File: src/rtl/bus_rv32_fabric.sv
// Purpose: single-master RV32 bus fabric: window decode, wait-state handshake, IRQ aggregator.
// Latency: slave access >= 2 cycles (ready+1); internal/unmapped access 1 cycle.
// Backpressure: one transfer in flight; cpu_req_i sampled only in IDLE, slaves stall via slv_ready_i.
//
// Ports:
//   clk_i / reset_i            : clock, asynchronous active-low reset
//   cpu_*                      : CPU side request / completion / interrupt
//   slv_*                      : peripheral side select, write data, packed read data, ready, irq
// Optional feature: define BUS_FABRIC_TIMEOUT_EN to bound ACCESS at TIMEOUT_CYCLES cycles
// (timeout completes with cpu_err_o=1). Without it ACCESS waits indefinitely.
// Windows: index = address[ADDR_WIDTH-1:REGION_BITS]; 0..NUM_SLAVES-1 = slaves,
// NUM_SLAVES = IRQ registers (ENABLE, PENDING w1c, RAW, reserved at offset [3:2]).

module bus_rv32_fabric #(
    parameter int ADDR_WIDTH     = 32,
    parameter int DATA_WIDTH     = 32,
    parameter int NUM_SLAVES     = 4,
    parameter int REGION_BITS    = 12,
    parameter int TIMEOUT_CYCLES = 15
) (
    input  logic                             clk_i,
    input  logic                             reset_i,
    input  logic                             cpu_req_i,
    input  logic                             cpu_we_i,
    input  logic [ADDR_WIDTH-1:0]            cpu_address_i,
    input  logic [DATA_WIDTH-1:0]            cpu_data_i,
    output logic [DATA_WIDTH-1:0]            cpu_data_o,
    output logic                             cpu_ready_o,
    output logic                             cpu_err_o,
    output logic                             cpu_irq_o,
    output logic [NUM_SLAVES-1:0]            slv_sel_o,
    output logic                             slv_we_o,
    output logic [REGION_BITS-1:0]           slv_address_o,
    output logic [DATA_WIDTH-1:0]            slv_data_o,
    input  logic [NUM_SLAVES*DATA_WIDTH-1:0] slv_data_i,
    input  logic [NUM_SLAVES-1:0]            slv_ready_i,
    input  logic [NUM_SLAVES-1:0]            slv_irq_i
);

    localparam int IDX_W = ADDR_WIDTH - REGION_BITS;

    typedef enum logic [1:0] {
        S_IDLE   = 2'd0,
        S_ACCESS = 2'd1,
        S_RESP   = 2'd2
    } state_t;

    state_t state_q, state_d;

    // ---------------------------------------------------------------- decode
    logic [IDX_W-1:0]      win_idx;
    logic                  hit_slave;
    logic                  hit_irq;
    logic [NUM_SLAVES-1:0] dec_onehot;
    logic                  req_go;

    assign win_idx   = cpu_address_i[ADDR_WIDTH-1:REGION_BITS];
    assign hit_slave = (win_idx < IDX_W'(NUM_SLAVES));
    assign hit_irq   = (win_idx == IDX_W'(NUM_SLAVES));
    assign req_go    = (state_q == S_IDLE) && cpu_req_i;

    always_comb begin
        dec_onehot = '0;
        for (int k = 0; k < NUM_SLAVES; k++) begin
            dec_onehot[k] = (win_idx == IDX_W'(k));
        end
    end

    // ------------------------------------------------------- latched request
    logic [NUM_SLAVES-1:0]  sel_q;
    logic                   we_q;
    logic [REGION_BITS-1:0] addr_q;
    logic [DATA_WIDTH-1:0]  wdat_q;
    logic [DATA_WIDTH-1:0]  rdat_q;
    logic                   err_q;

    // Only the selected slave's ready counts; other slaves' strobes are ignored.
    logic                  ready_hit;
    logic [DATA_WIDTH-1:0] rsel_dat;

    assign ready_hit = |(slv_ready_i & sel_q);

    always_comb begin
        rsel_dat = '0;
        for (int k = 0; k < NUM_SLAVES; k++) begin
            if (sel_q[k]) begin
                rsel_dat = rsel_dat | slv_data_i[k*DATA_WIDTH +: DATA_WIDTH];
            end
        end
    end

    // ---------------------------------------------------------- timeout
    logic tmo_hit;
`ifdef BUS_FABRIC_TIMEOUT_EN
    localparam int CNT_W = $clog2(TIMEOUT_CYCLES + 1);
    logic [CNT_W-1:0] tmo_cnt_q;

    // Counter value k means k ACCESS cycles already elapsed without ready.
    assign tmo_hit = (tmo_cnt_q == CNT_W'(TIMEOUT_CYCLES - 1));

    always_ff @(posedge clk_i or negedge reset_i) begin
        if (!reset_i) begin
            tmo_cnt_q <= '0;
        end else if (req_go) begin
            tmo_cnt_q <= '0;
        end else if (state_q == S_ACCESS && !tmo_hit) begin
            tmo_cnt_q <= tmo_cnt_q + CNT_W'(1);
        end
    end
`else
    assign tmo_hit = 1'b0;
`endif

    // ---------------------------------------------------------- IRQ block
    logic [NUM_SLAVES-1:0] enable_q;
    logic [NUM_SLAVES-1:0] pending_q;
    logic [NUM_SLAVES-1:0] irq_d_q;
    logic [NUM_SLAVES-1:0] irq_rise;
    logic [NUM_SLAVES-1:0] pend_clr;
    logic                  reg_wr;
    logic [1:0]            reg_off;
    logic [DATA_WIDTH-1:0] reg_rdat;

    assign reg_off  = cpu_address_i[3:2];
    assign reg_wr   = req_go && hit_irq && cpu_we_i;
    assign irq_rise = slv_irq_i & ~irq_d_q;
    assign pend_clr = (reg_wr && reg_off == 2'd1) ? cpu_data_i[NUM_SLAVES-1:0] : '0;

    always_comb begin
        reg_rdat = '0;
        case (reg_off)
            2'd0:    reg_rdat = DATA_WIDTH'(enable_q);
            2'd1:    reg_rdat = DATA_WIDTH'(pending_q);
            2'd2:    reg_rdat = DATA_WIDTH'(slv_irq_i);
            default: reg_rdat = '0;
        endcase
    end

    always_ff @(posedge clk_i or negedge reset_i) begin
        if (!reset_i) begin
            enable_q  <= '0;
            pending_q <= '0;
            irq_d_q   <= '0;
            cpu_irq_o <= 1'b0;
        end else begin
            irq_d_q   <= slv_irq_i;
            // A new edge beats a simultaneous write-1-to-clear.
            pending_q <= (pending_q & ~pend_clr) | irq_rise;
            if (reg_wr && reg_off == 2'd0) begin
                enable_q <= cpu_data_i[NUM_SLAVES-1:0];
            end
            cpu_irq_o <= |(pending_q & enable_q);
        end
    end

    // ---------------------------------------------------------- datapath
    always_ff @(posedge clk_i or negedge reset_i) begin
        if (!reset_i) begin
            sel_q  <= '0;
            we_q   <= 1'b0;
            addr_q <= '0;
            wdat_q <= '0;
            rdat_q <= '0;
            err_q  <= 1'b0;
        end else if (req_go) begin
            sel_q  <= dec_onehot;
            we_q   <= cpu_we_i;
            addr_q <= cpu_address_i[REGION_BITS-1:0];
            wdat_q <= cpu_data_i;
            if (!hit_slave) begin
                rdat_q <= (hit_irq && !cpu_we_i) ? reg_rdat : '0;
                err_q  <= !hit_irq;
            end
        end else if (state_q == S_ACCESS) begin
            if (ready_hit) begin
                rdat_q <= we_q ? '0 : rsel_dat;
                err_q  <= 1'b0;
            end else if (tmo_hit) begin
                rdat_q <= '0;
                err_q  <= 1'b1;
            end
        end
    end

    // ---------------------------------------------------------- FSM
    always_ff @(posedge clk_i or negedge reset_i) begin
        if (!reset_i) begin
            state_q <= S_IDLE;
        end else begin
            state_q <= state_d;
        end
    end

    always_comb begin
        state_d = state_q;
        case (state_q)
            S_IDLE: begin
                if (cpu_req_i) begin
                    state_d = hit_slave ? S_ACCESS : S_RESP;
                end
            end
            S_ACCESS: begin
                if (ready_hit || tmo_hit) begin
                    state_d = S_RESP;
                end
            end
            S_RESP:  state_d = S_IDLE;
            default: state_d = S_IDLE;
        endcase
    end

    always_comb begin
        cpu_ready_o   = (state_q == S_RESP);
        cpu_err_o     = (state_q == S_RESP) && err_q;
        cpu_data_o    = (state_q == S_RESP) ? rdat_q : '0;
        slv_sel_o     = (state_q == S_ACCESS) ? sel_q : '0;
        slv_we_o      = we_q;
        slv_address_o = addr_q;
        slv_data_o    = wdat_q;
    end

endmodule
File: config.mk
export PLATFORM = sky130hd
export DESIGN_NAME = bus_rv32_fabric
export DESIGN_NICKNAME = d
export VERILOG_FILES = /design/src/rtl/bus_rv32_fabric.sv
export SDC_FILE = /design/constraint.sdc
export NUM_CORES = 1
export LEC_CHECK = 0
export BUFFER_PORTS_ARGS = -buffer_cell sky130_fd_sc_hd__buf_4
export CAP_MARGIN = 15
export CORE_MARGIN = 3
export CORE_UTILIZATION = 45
export CTS_BUF_LIST = sky130_fd_sc_hd__clkbuf_2
export CTS_CLUSTER_DIAMETER = 60
export DETAILED_ROUTE_END_ITERATION = 8
export PLACE_DENSITY = 0.83
export RECOVER_POWER = 50
export SLEW_MARGIN = 30
export SYNTH_ARGS = -nofsm -noshare
export SYNTH_HDL_FRONTEND = slang
export SYNTH_SLANG_ARGS = --single-unit
File: constraint.sdc
create_clock -name clk_i -period 2 [get_ports clk_i]
set_input_delay 0.4 -clock clk_i [delete_from_list [all_inputs] [get_ports clk_i]]
set_output_delay 0.4 -clock clk_i [all_outputs]
set_load 0.005 [all_outputs]
Yosys cells after proc, flatten, opt, wreduce, memory -nomap -nowiden. Index checks and enable logic that the tools add are counted.

Input bits: 204. Word-level logic and storage cells: 73. Output and inout bits: 84. Bits in registers: 97.

Muxes and demuxes: 22. $lt $le $gt $ge: 1. Eq/ne operators: 11. Bitwise gates (word level): 10. Reduce and logical (&&, ||, !) cells: 18.

Operators by type and width (number): 32-bit 2-to-1 mux (11); 32-bit OR (3); 20-bit by 2-bit == test with 1-bit output, second input constant (2); 20-bit by 1-bit == test with 1-bit output, second input constant (1); 20-bit by 3-bit == test with 1-bit output, second input constant (1); 20-bit zero test (1); 20-bit by 3-bit less-than comparator with 1-bit output, second input constant (1); 4-bit bitwise AND (4); 4-bit one-hot mux with 3 select lines (1); 4-bit 2-to-1 mux (2); 4-bit inverter (2); 4-bit OR reduction (2); 1-bit logical AND (7); 2-bit 2-to-1 mux (3); 2-bit != test, second input constant (3); 2-bit by 1-bit == test with 1-bit output, second input constant (2); 2-bit == test, second input constant (2); 2-bit zero test (2); 1-bit 2-to-1 mux (4); 4-bit OR (1); 2-bit one-hot mux with 2 select lines (1); 2-bit nonzero test (2); 3-bit AND reduction (1); 1-bit zero test (2); 2-bit AND reduction (1).

Longest topological paths before layout. Gate-level depths: netlist of run 1.

Word-level depth: 11. Mapped depth: 7. Gate-level depth less buffers: 5.

Least setup slack after synthesis of run 1. Ideal clock, no wire load.

Path kind: input to register. Start point: in cpu_address_i[24]. End point: reg rdat_q[10]. Arrival time: 1.889 ns. Library setup time: 0.125 ns. Data required time: 1.875 ns. Stages on the path: 6. Setup slack: -0.014 ns. Path buffers: 1. Path through: nor4_2 nand3_2 or2_4 a21oi_4 buf_12 mux2_4.

Word-level cells in the longest chain between the ends: 3.

Ends and longest elaborated chain: start: declaration (RTL line 25) `input logic [ADDR_WIDTH-1:0] cpu_address_i,`; 20-bit by 3-bit less-than comparator with 1-bit output (RTL line 58) `assign hit_slave = (win_idx < IDX_W'(NUM_SLAVES));`; 2-bit != test (no source line); 3-bit AND reduction (no source line); end signal: assignment (RTL line 171) `rdat_q <= (hit_irq && !cpu_we_i) ? reg_rdat : '0;`; end signal: assignment (RTL line 176) `rdat_q <= we_q ? '0 : rsel_dat;`; end: declaration (RTL line 74) `logic [DATA_WIDTH-1:0] rdat_q;`.

Every way passes these cells. A chain may end at the register's enable or synchronous reset.

Worst setup path in the final report of run 1.
Start point: reg state_q[0]. End point: out cpu_data_o[28].

Word-level cells in the longest chain between the ends: 2.

Ends and longest elaborated chain: start: declaration (RTL line 48) `state_t state_q, state_d;`; start signal: assignment (RTL line 190) `state_q <= state_d;`; 2-bit == test (RTL line 215) `cpu_data_o = (state_q == S_RESP) ? rdat_q : '0;`; 32-bit 2-to-1 mux (RTL line 215); end: declaration (RTL line 27) `output logic [DATA_WIDTH-1:0] cpu_data_o,`.

Every way passes these cells.

==> results of run 1 <==
## metrics by stage
stage               worst slack [ns]  utilization [%]  TNS, ns
floorplan                   0.004926                -        0
global placement             -0.1915            69.43   -6.386
detailed placement           -0.2748            69.43   -9.187
CTS                         -0.07775            75.07   -1.584
global route                 -0.1209            75.12   -3.355
finish                      -0.02945            75.12  -0.1832
## worst register-to-register path: cells and delay by family, from the launching register on
family	cells	cell delay, ns
buf+inv	1	0.17
mux	1	0.35
simple gates	4	0.93
flops	1	0.48
## synth_stat cells
library cell	number
a21oi_4	1
nand2_1	142
mux2_2	7
a22oi_1	58
nor4_4	1
nor3b_1	2
buf_2	4
buf_12	3
nand4_1	1
nand3_1	6
nor3_1	2
and2_1	37
nor2b_1	3
o21ai_0	7
and2b_1	1
buf_1	1
nor4_2	2
a22o_1	11
nor2_1	5
nor4_1	2
mux2i_1	4
mux2_4	29
o22ai_1	1
or2_4	1
or3_1	1
a32o_1	2
o2bb2ai_1	4
dfrtp_1	97
a2111oi_2	1
clkbuf_1	30
inv_1	9
nand3_2	1
or2_2	1
a21oi_1	30
a221oi_1	4
## layer usage
metal  share of wire (%)  vias to the layer above  wire, um
met1                  36                     2515      6473
li1                    -                     2413         -
met4                 2.3                        0       410
met3                 7.5                       37      1339
met5                   0                        -         0
met2                  54                      255      9610
## worst paths after layout
check,startpoint,slack (ns),end,cells after the start
min reg2reg,slv_data_o[30],0.52,slv_data_o[30],2
max reg2reg,state_q[0],0.03,enable_q[3],6
min,cpu_data_i[25],0.05,slv_data_o[25],3
min in group asynchronous,reset_i,0.45,slv_data_o[24],2
max,state_q[0],-0.03,cpu_data_o[28],4
max in group asynchronous,reset_i,0.36,pending_q[3],3
## timing repair
action,4_1_cts,5_1_grt
pin swaps,11,1
hold buffers,34,1
gates cloned,2,0
hold endpoints to repair,65,1
resized for setup,34,9
setup endpoints to repair,43,43
buffers inserted,3,0
## layout make-up
class	count	area [um^2]
Multi-Input combinational cell	367	2432
Clock buffer	9	45.04
Inverter	9	36.28
Clock inverter	7	77.57
Sequential cell	97	2430
Tap cell	136	170.2
Fill cell	742	2638
Timing Repair Buffer	348	2773
## power by group through the flow
stage	registers, uW	logic, uW	clock network (uW)
floorplan	2330	391	0
global placement	2320	1170	0
detailed placement	2330	1210	0
CTS	2300	1300	1000
global route	2330	1420	1080
finish	2310	1300	983
## logic make-up (layout without fill, tap and decap cells)
kind of cell / after synthesis / count (layout) / share of synthesized area [%]
AND/OR/NAND/NOR: 208 / 208 / 19.15
flip-flops: 97 / 97 / 48.38
multiplexers: 40 / 40 / 11.05
AO/OA/AOI/OAI: 119 / 119 / 16.83
buffers and inverters: 47 / 373 / 4.589
## state kept, by name, indices dropped and copies added (netlist names), 2 cells and up
signal,flops
slv_data_o,32
state_q,2
pending_q,4
enable_q,4
irq_d_q,4
sel_q,4
slv_address_o,12
rdat_q,32
==> flow_metrics.env, run 1 <==
export IMPL_period_minus_slack_ns=2.029
export IMPL_antenna_found_initial=0
export IMPL_min_path_type="in2reg"
export IMPL_synth_top_cell_area_share_pct=48.38
export IMPL_grtUsageMet1_pct=30.97
export IMPL_dieArea_um2=12450
export IMPL_cts_buffers=9
export IMPL_grt_start_max_net_pins=47
export IMPL_synthDistinctLibCells=35
export IMPL_placementRows=37
export IMPL_p_total_uw=4593
export IMPL_setup_ws_ns=-0.02945
export IMPL_syn_area_um2=5017
export IMPL_portBuffers=287
export IMPL_hold_slack_ns=0.04650
export IMPL_seq_area_frac_synth_pct=48.38
export IMPL_use_met3_pct=6.304
export IMPL_cts_max_path_buffers=2
export IMPL_wl_per_cell_um=18.33
export IMPL_cts_tree="done"
export IMPL_syn_to_final_growth_pct=58.73
export IMPL_crit_fanout=12
export IMPL_coreArea_um2=10600
export IMPL_cpPeakStageDelay_ns=0.48
export IMPL_final_nets=1036
export IMPL_stdcell_area_um2=7964
export IMPL_critPathLaunchType="flop"
export IMPL_netlist_instances=511
export IMPL_antenna_cells=0
export IMPL_cp_cell_sequence="nor2b_4 > buf_6 > and2_1 > buf_4"
export IMPL_synth_seq_cells=97
export IMPL_swShare_pct=30.40
export IMPL_leakage_uw=0.004062
export IMPL_p_switching_uw=1396
export IMPL_rsz0062_at_grt="true"
export IMPL_cellInternalPower_uw=3197
export IMPL_drt_wl_total_mm=17.83
export IMPL_die_h_um=111.6
export IMPL_ant_nets=0
export IMPL_power_share_combinational_pct=28.4
export IMPL_critical_path_buf_inv_count=2
export IMPL_use_met2_pct=52.39
export IMPL_final_cell_mix="buf_4, nand2_1, dfrtp_1, a22oi_1, dlygate4sd3_1"
export IMPL_synthTopCellsByArea="dfrtp_1, nand2_1, a22oi_1"
export IMPL_final_layout_size_suffix_gt1_share_pct=46.24
export IMPL_num_vias=5220
export IMPL_drtIter0Drc=320
export IMPL_clock_latency_ns=0.55
export IMPL_ioPinCount=288
export IMPL_power_density_nw_per_um2=576.7
export IMPL_drc=0
export IMPL_grt_busiest_layer="met2"
export IMPL_grt_pass1_vias=5688
export IMPL_final_hold_viol_count=0
export IMPL_start_util_pct=47.33
export IMPL_fin_cells=973
export IMPL_crit_arrival_ns=1.63
export IMPL_firstDrtPassIters=5
export IMPL_viasPerCell=5.365
export IMPL_dpl_hpwl_mm=12.69
export IMPL_cap_viol_max_count=0
export IMPL_placed_cells=917
export IMPL_final_common_cell="buf_4"
export IMPL_timing_fmax_ghz=0.4927
export IMPL_avgSynthCellArea_um2=9.819
export IMPL_htree_levels=3
export IMPL_cp_slowest_cell="dfrtp_2"
export IMPL_relSlewSlack_pct=41.49
export IMPL_vdd_drop_max_uv=518.3
export IMPL_pwr_share_clk_pct=21.4
export IMPL_grt_pass1_wl_mm=28.17
export IMPL_power_frac_seq_pct=50.2
export IMPL_tightestPinTransition_ns=0.8777
export IMPL_status="finished, violations left"
export IMPL_cpLargestDelayFamily="flip-flops"
export IMPL_clock_skew_ns=0.03930
export IMPL_die_x_um=111.6
export IMPL_drv_slew=0
export IMPL_placed_cell_area_um2=7361
export IMPL_finalSetupViolCount=20
export IMPL_clk_pin_slew_ns=0.27
export IMPL_clock_sinks=97
export IMPL_cp_required_ns=1.60
export IMPL_path_class="reg2out"
export IMPL_root_buffer="clkbuf_2"
export IMPL_ys_warn_count=0
export IMPL_grtUsageTotal_pct=27.89
export IMPL_gp_congestion=0.8762
export IMPL_violations="negative setup slack"
export IMPL_syn_nets=715
export IMPL_synth_top_cell_by_area="dfrtp_1"
export IMPL_cp_end_kind="primary output"
export IMPL_grt_overflow_total=0
export IMPL_fin_crit_sh_pct=101.5
Power figures use the tool's default switching activity.
==> run 2: changes to the inputs <==
--- a/config.mk
+++ b/config.mk
@@ -7,12 +7,12 @@
 export LEC_CHECK = 0
 export BUFFER_PORTS_ARGS = -buffer_cell sky130_fd_sc_hd__buf_4
 export CAP_MARGIN = 15
-export CORE_MARGIN = 3
-export CORE_UTILIZATION = 45
+export CORE_AREA = 3 3 112 114
 export CTS_BUF_LIST = sky130_fd_sc_hd__clkbuf_2
 export CTS_CLUSTER_DIAMETER = 60
 export DETAILED_ROUTE_END_ITERATION = 8
-export PLACE_DENSITY = 0.83
+export DIE_AREA = 0 0 115 117
+export PLACE_DENSITY = 0.79
 export RECOVER_POWER = 50
 export SLEW_MARGIN = 30
 export SYNTH_ARGS = -nofsm -noshare
==> run 2 against run 1 <==
Effect of this change:
- the run still ends with negative setup slack left
- clock power grew 7%
- clock-buffer cell count is the same
- fmax shrank 1.0%
- critical endpoint is now enable_q[2]
- via count grew 1.8%
- largest power group unchanged
- combinational power grew 4%
==> flow_metrics.env, run 2 (synthesized netlist as in run 1, its figures left out) <==
export IMPL_nFillCells=862
export IMPL_final_nets=1049
export IMPL_p_total_uw=4714
export IMPL_crit_arrival_ns=2.56
export IMPL_gp_congestion=0.8082
export IMPL_cp_end_kind="flop"
export IMPL_viasPerCell=5.349
export IMPL_cap_viol_max_count=0
export IMPL_clock_sinks=97
export IMPL_cellInternalPower_uw=3244
export IMPL_htree_levels=3
export IMPL_antenna_found_initial=0
export IMPL_root_buffer="clkbuf_2"
export IMPL_placementRows=39
export IMPL_grt_pass1_wl_mm=28.55
export IMPL_hold_slack_ns=0.06875
export IMPL_pwr_share_clk_pct=22.3
export IMPL_dieArea_um2=13460
export IMPL_start_util_pct=43.57
export IMPL_ioPinCount=288
export IMPL_wl_per_cell_um=19.10
export IMPL_leakage_uw=0.004127
export IMPL_reg2reg_depth=7
export IMPL_p_switching_uw=1470
export IMPL_portBuffers=287
export IMPL_drv_slew=0
export IMPL_power_frac_seq_pct=49.1
export IMPL_finalSetupViolCount=39
export IMPL_violations="negative setup slack"
export IMPL_grt_start_max_net_pins=98
export IMPL_crit_fanout=4
export IMPL_final_layout_size_suffix_gt1_share_pct=45.53
export IMPL_post_route_util_pct=70.71
export IMPL_critPathLaunchType="flop"
export IMPL_timing_fmax_ghz=0.4876
export IMPL_clk_pin_slew_ns=0.29
export IMPL_firstDrtPassIters=5
export IMPL_hold_depth=3
export IMPL_dpl_hpwl_mm=13.14
export IMPL_final_common_cell="buf_4"
export IMPL_cp_required_ns=2.51
export IMPL_coreArea_um2=11520
export IMPL_setup_ws_ns=-0.05086
export IMPL_final_cell_mix="buf_4, nand2_1, dfrtp_1, a22oi_1, dlygate4sd3_1"
export IMPL_period_minus_slack_ns=2.051
export IMPL_clock_skew_ns=0.02891
export IMPL_drt_wl_total_mm=18.97
export IMPL_cts_max_path_buffers=2
export IMPL_die_x_um=115
export IMPL_final_hold_viol_count=0
export IMPL_rsz0062_at_grt="true"
export IMPL_cts_tree="done"
export IMPL_clock_latency_ns=0.58
export IMPL_syn_to_final_growth_pct=62.29
export IMPL_power_density_nw_per_um2=579.0
export IMPL_drc=0
export IMPL_status="finished, violations left"
export IMPL_relSlewSlack_pct=9.827
export IMPL_dpl_worst_slack_ns=-0.2586
export IMPL_grt_pass1_vias=5533
export IMPL_tightestPinTransition_ns=1.353
export IMPL_path_class="reg2reg"
export IMPL_swShare_pct=31.19
export IMPL_die_h_um=117
export IMPL_drtIter0Drc=338
export IMPL_num_vias=5312
export IMPL_power_share_combinational_pct=28.7
export IMPL_ant_nets=0
export IMPL_antenna_cells=0
export IMPL_grtUsageTotal_pct=27.53
export IMPL_min_path_type="in2reg"
export IMPL_cts_buffers=9
export IMPL_grt_overflow_total=0
export IMPL_fin_crit_sh_pct=102.5
export IMPL_vdd_drop_max_uv=506.1
run 2: cell count changes in the layout (fill, tap and decap cells not counted), moves of 2 or more:
cell           before  now
clkbuf_2           11    9
dlygate4sd3_1      35   46
clkbuf_1            4    6
buf_12              2    5
buf_4             283  279
buf_8               0    3
buf_6              18   12
clkbuf_4            4    8
run 2: power groups by stage:
stage,clock [uW],combinational (uW),sequential [uW]
after detailed placement,0,1240,2330
after global routing,1160,1460,2340
after CTS,1080,1350,2310
final,1050,1350,2310
after global placement,0,1200,2320
after floorplan,0,391,2330
run 2: stage by stage:
step | cells | setup TNS [ns] | area [um^2]
3_5_place_dp | 925 | -8.110 | 7385
5_1_grt | 993 | -5.336 | 8143
4_1_cts | 992 | -3.347 | 8104
6_report | 993 | -1.131 | 8143
2_1_floorplan | 511 | 0 | 5017
3_3_place_gp | 925 | -9.232 | 7380
run 2: layer usage:
layer / global-route usage (%) / part of all wire, %
met1: 30.71 / 36
met2: 48.26 / 50
met5: 0 / 0
met3: 8.021 / 9.3
met4: 13.46 / 4.5
run 2: layout make-up:
class | instances | area (um^2) | share of cell area (%)
inverter | 9 | 33.78 | 0.4149
timing repair buffer | 360 | 2923 | 35.89
sequential | 97 | 2430 | 29.84
clock buffer | 9 | 45.04 | 0.5532
multi-input combinational | 368 | 2447 | 30.06
clock inverter | 7 | 85.08 | 1.045
tap | 143 | 178.9 | 2.197
run 2: critical path, cell delays in order (launching register included):
cell	delay [ns]
dfrtp_2	0.52
buf_4	0.17
nor3b_4	0.22
nand4_1	0.14
buf_4	0.17
nor4_4	0.21
and2b_2	0.23
mux2_2	0.33
run 2: repair_timing:
item,in CTS,in global routing
cloned,1,0
setup buffers,4,2
gates resized for setup,17,22
hold buffers,46,0
pin swaps,3,9
endpoints found under the hold margin,144,0
setup endpoints to repair,38,45
run 2: final timing paths:
check | startpoint | end | slack (ns)
worst max-delay path | state_q[0] | enable_q[2] | -0.05
worst min-delay path | cpu_data_i[22] | slv_data_o[22] | 0.07
worst max register to register | state_q[0] | enable_q[2] | -0.05
worst min register to register | slv_data_o[7] | slv_data_o[7] | 0.51
max in group asynchronous | reset_i | state_q[1] | 0.34
min in group asynchronous | reset_i | rdat_q[27] | 0.73
==> run 3: changes to the inputs <==
--- a/config.mk
+++ b/config.mk
@@ -14,6 +14,7 @@
 export DIE_AREA = 0 0 115 117
 export PLACE_DENSITY = 0.79
 export RECOVER_POWER = 50
+export REMOVE_ABC_BUFFERS = 1
 export SLEW_MARGIN = 30
 export SYNTH_ARGS = -nofsm -noshare
 export SYNTH_HDL_FRONTEND = slang
==> run 3 against run 2 <==
Effect of this change:
- the run still ends with negative setup slack left
- clock power shrank 9%
- clock skew shrank 0.0099 ns
- first-iteration DRC count grew 14%
- sequential power is essentially flat
- critical path type is now reg2out
- die area is the same
- critical endpoint is now cpu_data_o[1]
- combinational power is essentially flat
- sequential share of layout area grew 0.36 points
- global-route usage shrank 1.5 points
- clock-buffer cell count is the same
- routed wire length shrank 5.2%
==> flow_metrics.env, run 3 (synthesized netlist as in run 1, its figures left out) <==
export IMPL_reg2reg_depth=6
export IMPL_leakage_uw=0.004103
export IMPL_dr_max_layer_used="met4"
export IMPL_rsz0062_at_grt="true"
export IMPL_fin_setup_tns_ns=-4.296
export IMPL_hp_start="cpu_data_i[1]"
export IMPL_grt_overflow_total=0
export IMPL_cap_viol_max_count=0
export IMPL_tightestPinTransition_ns=1.017
export IMPL_finalSetupViolCount=37
export IMPL_reg2reg_from="sel_q[0]"
export IMPL_die_h_um=117
export IMPL_power_density_nw_per_um2=571.6
export IMPL_firstDrtPassIters=5
export IMPL_clock_skew_ns=0.01900
export IMPL_drt_wl_total_mm=17.98
export IMPL_crit_arrival_ns=1.74
export IMPL_clock_sinks=97
export IMPL_drc=0
export IMPL_final_layout_size_suffix_gt1_share_pct=44.75
export IMPL_gp_congestion=0.8726
export IMPL_path_class="reg2out"
export IMPL_cts_tree="done"
export IMPL_hold_slack_ns=0.06157
export IMPL_htree_levels=3
export IMPL_route_met3_wl_mm=1.715
export IMPL_grt_pass1_wl_mm=27.38
export IMPL_cp_required_ns=1.60
export IMPL_r2r_setup_slack_ns=0.07
export IMPL_r2r_end="rdat_q[20]"
export IMPL_fin_crit_sh_pct=107.1
export IMPL_drtIter0Drc=386
export IMPL_fin_cells=990
export IMPL_hold_depth=3
export IMPL_clk_pin_slew_ns=0.27
export IMPL_final_cell_mix="buf_4, nand2_1, dfrtp_1, a22oi_1, dlygate4sd3_1"
export IMPL_cts_buffers=9
export IMPL_crit_fanout=34
export IMPL_setup_ws_ns=-0.1416
export IMPL_syn_to_final_growth_pct=60.27
export IMPL_post_route_util_pct=69.83
export IMPL_placementRows=39
export IMPL_drv_slew=0
export IMPL_clock_latency_ns=0.54
export IMPL_ant_nets=0
export IMPL_wl_met1_mm=6.786
export IMPL_final_common_cell="buf_4"
export IMPL_start_util_pct=43.57
export IMPL_vdd_drop_max_uv=436.9
export IMPL_die_x_um=115
export IMPL_crit_path_start="state_q[1]"
export IMPL_dieArea_um2=13460
export IMPL_grt_pass1_vias=5384
export IMPL_seq_area_um2=2429
export IMPL_timing_fmax_ghz=0.4669
export IMPL_period_minus_slack_ns=2.142
export IMPL_status="finished, violations left"
export IMPL_wl_per_cell_um=18.16
export IMPL_viasPerCell=5.276
export IMPL_multi_input_area_um2=2407
export IMPL_cp_end_kind="primary output"
export IMPL_violations="negative setup slack"
export IMPL_min_path_type="in2reg"
export IMPL_grt_start_max_net_pins=52
export IMPL_final_nets=1047
export IMPL_coreArea_um2=11520
export IMPL_root_buffer="clkbuf_2"
export IMPL_critPathLaunchType="flop"
export IMPL_placed_cells=923
export IMPL_antenna_cells=0
export IMPL_relSlewSlack_pct=32.18
export IMPL_num_vias=5223
export IMPL_nFillCells=834
export IMPL_final_hold_viol_count=0
export IMPL_min_to="slv_data_o[1]"
export IMPL_portBuffers=287
export IMPL_dpl_hpwl_mm=12.35
export IMPL_wl_met2_mm=8.919
export IMPL_ioPinCount=288
export IMPL_cts_max_path_buffers=2
export IMPL_grtUsageTotal_pct=26.05
export IMPL_antenna_found_initial=0
## run 3: power breakdown
part | total [uW] | internal (uW) | switching (uW)
clock | 959 | 287 | 672
combinational | 1320 | 739 | 582
sequential | 2320 | 2170 | 143
## run 3: timing repair
item / CTS / global route
hold buffers: 45 / 1
resized for setup: 15 / 14
buffers inserted: 2 / 2
cloned: 0 / 2
endpoints found under the hold margin: 83 / 1
setup endpoints to repair: 41 / 43
pin swaps: 0 / 3
## run 3: worst max-delay path, cell delays in order, from the launching register on
cell,delay [ns]
dfrtp_1,0.47
buf_6,0.14
nor2b_4,0.12
buf_12,0.16
and2_1,0.17
buf_4,0.14
## run 3: worst max-delay path by stage
stage,end,slack [ns],cells past startpoint
after global placement,rdat_q[2],-0.22,7
after CTS,cpu_data_o[26],-0.19,5
after floorplan,enable_q[0],-2.71,5
after detailed placement,rdat_q[2],-0.27,7
final,cpu_data_o[1],-0.14,5
after global routing,cpu_data_o[26],-0.27,5
## run 3: final cells by class
cell class                 count  share of cell area, %
timing repair buffer         359                  35.82
sequential                    97                  30.20
multi-input combinational    367                  29.94
tap                          143                  2.225
clock inverter                 6                 0.8402
clock buffer                   9                 0.5601
inverter                       9                 0.4201
## run 3: metal layers
metal  track usage (%)  vias to the layer above
met4             11.58                        0
met1             31.25                     2464
met3             7.147                       43
li1                  -                     2441
met5                 0                        -
met2             44.02                      275
## run 3: through the flow
stage | instance area [um^2] | setup WS (ns) | total power (uW)
after CTS | 7976 | -0.1875 | 4585
after detailed placement | 7350 | -0.2697 | 3529
after floorplan | 4821 | -2.707 | 2669
after global routing | 8041 | -0.2684 | 4856
after global placement | 7350 | -0.2244 | 3490
final | 8041 | -0.1416 | 4597
